**src/rtl/io_timer_device.sv**
```systemverilog
// io_timer_device: memory-mapped millisecond timer on the IO page.
// Three registers: TCNT (count), TLIM (limit), TCTL (ready/overrun status).
// Loads are combinational from addr; stores take effect on the clock edge.
// A free-running prescaler advances TCNT once every CLK_PER_MS cycles.
module io_timer_device #(
  parameter int          DBITS      = 32,
  parameter logic [31:0] ADDR_TCNT  = 32'hF0000020,
  parameter logic [31:0] ADDR_TLIM  = 32'hF0000024,
  parameter logic [31:0] ADDR_TCTL  = 32'hF0000120,
  parameter int          CLK_PER_MS = 50000
) (
  input  logic             clk,
  input  logic             reset,
  input  logic [DBITS-1:0] addr,
  input  logic [DBITS-1:0] dataIn,
  input  logic             wrtEn,
  output logic             hit,
  output logic [DBITS-1:0] dataOut,
  output logic             irq
);

  // Prescaler width; at least one bit even for tiny CLK_PER_MS values.
  localparam int PW = (CLK_PER_MS > 1) ? $clog2(CLK_PER_MS) : 1;
  localparam logic [PW-1:0]    PRE_MAX = PW'(CLK_PER_MS - 1);
  localparam logic [PW-1:0]    PRE_ONE = PW'(1);
  localparam logic [DBITS-1:0] ONE     = DBITS'(1);

  logic [PW-1:0]    pre_reg,  pre_next;
  logic [DBITS-1:0] tcnt_reg, tcnt_next;
  logic [DBITS-1:0] tlim_reg, tlim_next;
  logic             ready_reg, ready_next;
  logic             overrun_reg, overrun_next;

  logic sel_tcnt, sel_tlim, sel_tctl;
  logic wr_tcnt, wr_tlim, wr_tctl;
  logic tick, limit_tick, limit_event;
  logic ready_kept, overrun_kept;

  // Address decode and qualified store strobes.
  always_comb begin
    sel_tcnt = (addr == DBITS'(ADDR_TCNT));
    sel_tlim = (addr == DBITS'(ADDR_TLIM));
    sel_tctl = (addr == DBITS'(ADDR_TCTL));
    hit      = sel_tcnt | sel_tlim | sel_tctl;
    wr_tcnt  = wrtEn & sel_tcnt;
    wr_tlim  = wrtEn & sel_tlim;
    wr_tctl  = wrtEn & sel_tctl;
  end

  // Next-state logic for prescaler, count, limit and status bits.
  always_comb begin
    tick       = (pre_reg == PRE_MAX);
    limit_tick = tick && (tlim_reg != '0) && (tcnt_reg == tlim_reg - ONE);
    // A TCNT or TLIM store discards a coincident tick, including its limit event.
    limit_event = limit_tick & ~wr_tcnt & ~wr_tlim;

    pre_next = tick ? '0 : pre_reg + PRE_ONE;
    if (wr_tcnt || wr_tlim) begin
      pre_next = '0;
    end

    tcnt_next = tcnt_reg;
    if (tick) begin
      tcnt_next = limit_tick ? '0 : tcnt_reg + ONE;
    end
    if (wr_tcnt) begin
      tcnt_next = dataIn;
    end else if (wr_tlim) begin
      tcnt_next = '0;
    end

    tlim_next = wr_tlim ? dataIn : tlim_reg;

    // Software may only clear status bits; writing 1 keeps the current value.
    ready_kept   = ready_reg   & (~wr_tctl | dataIn[0]);
    overrun_kept = overrun_reg & (~wr_tctl | dataIn[2]);

    // Limit event sets ready over a clear; overrun only if ready survived the store.
    ready_next   = limit_event | ready_kept;
    overrun_next = overrun_kept | (limit_event & ready_kept);
  end

  // State registers with synchronous reset taking priority over everything.
  always_ff @(posedge clk) begin
    if (reset) begin
      pre_reg     <= '0;
      tcnt_reg    <= '0;
      tlim_reg    <= '0;
      ready_reg   <= 1'b0;
      overrun_reg <= 1'b0;
    end else begin
      pre_reg     <= pre_next;
      tcnt_reg    <= tcnt_next;
      tlim_reg    <= tlim_next;
      ready_reg   <= ready_next;
      overrun_reg <= overrun_next;
    end
  end

  // Read mux: selected register with unused bits zero, zero on a miss.
  always_comb begin
    dataOut = '0;
    if (sel_tcnt) begin
      dataOut = tcnt_reg;
    end else if (sel_tlim) begin
      dataOut = tlim_reg;
    end else if (sel_tctl) begin
      dataOut[0] = ready_reg;
      dataOut[2] = overrun_reg;
    end
  end

  assign irq = ready_reg;

endmodule

```
**config.mk**
```make
export PLATFORM = sky130hd
export DESIGN_NAME = io_timer_device
export DESIGN_NICKNAME = d
export VERILOG_FILES = /design/src/rtl/io_timer_device.sv
export SDC_FILE = /design/constraint.sdc
export NUM_CORES = 1
export LEC_CHECK = 0
export BUFFER_PORTS_ARGS = -buffer_cell sky130_fd_sc_hd__buf_2
export CAP_MARGIN = 20
export CORE_ASPECT_RATIO = 0.8
export CORE_MARGIN = 2
export CORE_UTILIZATION = 30
export CTS_CLUSTER_DIAMETER = 80
export DETAILED_ROUTE_END_ITERATION = 7
export PLACE_DENSITY_LB_ADDON = 0.25
export REMOVE_ABC_BUFFERS = 1
export SLEW_MARGIN = 5
export SYNTH_ARGS = -nofsm -noshare
export SYNTH_HDL_FRONTEND = slang
export SYNTH_SLANG_ARGS = --single-unit
export TNS_END_PERCENT = 100
```
**constraint.sdc**
```tcl
create_clock -name clk -period 4.95 [get_ports clk]
set_input_delay 0.99 -clock clk [delete_from_list [all_inputs] [get_ports clk]]
set_output_delay 0.99 -clock clk [all_outputs]
set_load 0.01 [all_outputs]
```
==> results.cfg <==
[run_status]
run_status = completed

[setup_path]
worst_path_max_delay_cell = or4_4
arrival_ns = 4.20
cp_max_fo = 14
critPathRequiredTime_ns = 5.16
worstReg2RegEnd = tcnt_reg[0]
rr_worst_depth = 9
crit_chain = or4_4 > or3_1 > a2111oi_1 > o22ai_1 > or4b_1 > nor4_4 > a21oi_2 > a221oi_1 > a211oi_1
r2r_setup_slack_ns = 0.96
r2r_start = tlim_reg[21]
critical_path_class = register to register
critPathMaxStageDelay_ns = 0.63
startpoint_type = register
cp-end-kind = register

[floorplanning]
row_count = 46
dieArea_um2 = 21300
initial_core_util = 0.305
fp.coreArea_um2 = 19700
ioPinCount = 101
die_h_um = 131
die_w_um = 162

[final_layout]
fin_util = 0.360
layout_commonest_cell = nand2_1
final_nets = 970
mostFrequentLayoutCells = nand2_1 (115), buf_2 (100), nor2_1 (92)
drive_gt1_frac = 0.186
final_area_um2 = 7100
antenna_cells = 0
area_growth_pct = 17.8

[global_route]
grt_usage = 0.194
grt_first_pass_wirelength_mm = 32.3
grt_busiest_layer = met2
grt_use_met3 = 0.0300
met1_usage = 0.291
grt_pass1_vias = 5779
gr-total-overflow = 0
antenna_found_initial = 0
met2_usage = 0.291
grt_max_degree = 37

[routing]
drt_iter0_drc = 594
ant_nets = 0
vias = 6387
dr.pass1.iters = 7
viasPerCell = 5.47
wl_mm = 20.5
drcViolationCount = 0
wl_per_cell_um = 17.6

[synthesis]
ys_ff_latch = 82
async_flop_share = 0
avgSynthCellArea_um2 = 7.26
synth_area_um2 = 6030
synth_flop_cell = dfxtp_1
synth_edf_count = 0
ys_warn_count = 0
syn_inst = 830
synth_seq_area_share = 0.272
synthDistinctLibCells = 65

[timing]
setup_slack_ns = 0.956
drv_slew = 0
worstMarginPinSlew_ns = 0.938
slew_headroom = 0.375
clock_skew_ns = 0.00782
period_needed_ns = 3.99
finalSetupViolations = 0
rsz0062_at_grt = false
hold_viol_final = 0
whs_ns = 0.475
fin_crit_sh = 0.807
fmaxAchievable_mhz = 250
fin_tns_setup_ns = 0

[placed_design]
portBuffers = 100
gp_congestion = 0.922
preCtsSetupSlack_ns = 1.01
postPlaceCellArea_um2 = 6800
hpwl_mm = 15.3

[hold_path]
hold_end = pre_reg[0]
hold_depth = 1
hold_path.class = register to register
hold_start = pre_reg[0]

[clock_network]
clockBufferDepth = 2
hold_buffers = 0
cts_resized = 0
cts_tree = done
numClockSinks = 82
clk_latency_ns = 0.36
numCtsBuffers = 9
h-tree-depth = 3
post_cts_buffers = 0
clock-root-buffer = clkbuf_16
clk_pin_slew_worst_paths_ns = 0.07

[power_and_ir_drop]
power_density_nw_per_um2 = 203
ir_drop_mv = 0.146
leakagePower_nw = 2.66

[run]
maxCapViolations = 0
layer usage:
| metal | up-vias | share of wire |
|---|---|---|
| met1 | 2992 | 0.51 |
| met3 | 20 | 0.066 |
| met2 | 231 | 0.41 |
| li1 | 3144 | - |
| met5 | - | 0 |
| met4 | 0 | 0.012 |
Yosys cell counts, types with 5 or more instances:
library cell,instances,area (um2)
mux2i_1,32,320
nand3_1,26,130
nor2_1,95,357
xor2_1,20,175
buf_1,5,18.8
or3_1,12,75.1
o21ai_1,17,85.1
a22oi_1,16,120
nor4b_1,10,87.6
a21oi_1,73,365
or4_1,10,75.1
nand4_1,18,113
xnor2_1,37,324
nor3_1,29,145
a31oi_1,7,43.8
a22oi_2,9,113
o21ai_0,11,55.1
nor4_1,29,181
inv_1,11,41.3
and3_1,21,131
and4_1,7,61.3
clkbuf_1,56,210
dfxtp_1,82,1640
nand2_1,115,432
logic make-up after synthesis:
family / count (synthesis) / synth area share
AND/OR/NAND/NOR: 408 / 0.347
AO/OA/AOI/OAI: 170 / 0.185
flip-flops: 82 / 0.272
buffers and inverters: 77 / 0.0511
XOR/XNOR: 57 / 0.0828
multiplexers: 32 / 0.0531
adder cells (fa/ha/maj): 4 / 0.00830
cell type report:
cell class	count	area [um2]
well taps	264	330
clock buffers	9	225
flip-flops and latches	82	1640
clock inverters	7	76.3
fillers	2143	12600
repair buffers	124	681
multi-input cells	671	4110
inverters	11	41.3
how the worst max path moves through the flow:
stage / startpoint / endpoint / depth (start not counted)
CTS: tlim_reg[21] / tcnt_reg[0] / 9
finish: tlim_reg[21] / tcnt_reg[0] / 9
global placement: tlim_reg[21] / tcnt_reg[0] / 9
detailed placement: tlim_reg[21] / tcnt_reg[0] / 9
floorplan: addr[17] / tcnt_reg[29] / 8
global route: tlim_reg[21] / tcnt_reg[0] / 9
where the power goes:
group          total, mW  switching, mW  internal [mW]
clock network      0.703          0.308          0.396
registers          0.663        0.00191          0.661
logic             0.0739         0.0437         0.0302
per-stage QoR:
step           power (mW)  std cells
3_3_place_gp        0.752       1152
5_1_grt              1.48       1168
6_report             1.44       1168
3_5_place_dp        0.752       1152
4_1_cts              1.46       1168
2_1_floorplan       0.693        764
worst max-delay path, delay by kind of cell (launching register included):
family	cells	cell delay, ns
simple gates	4	1.96
flops	1	0.37
compound gates	5	1.51
No activity file was read; power rests on OpenSTA's default activity.
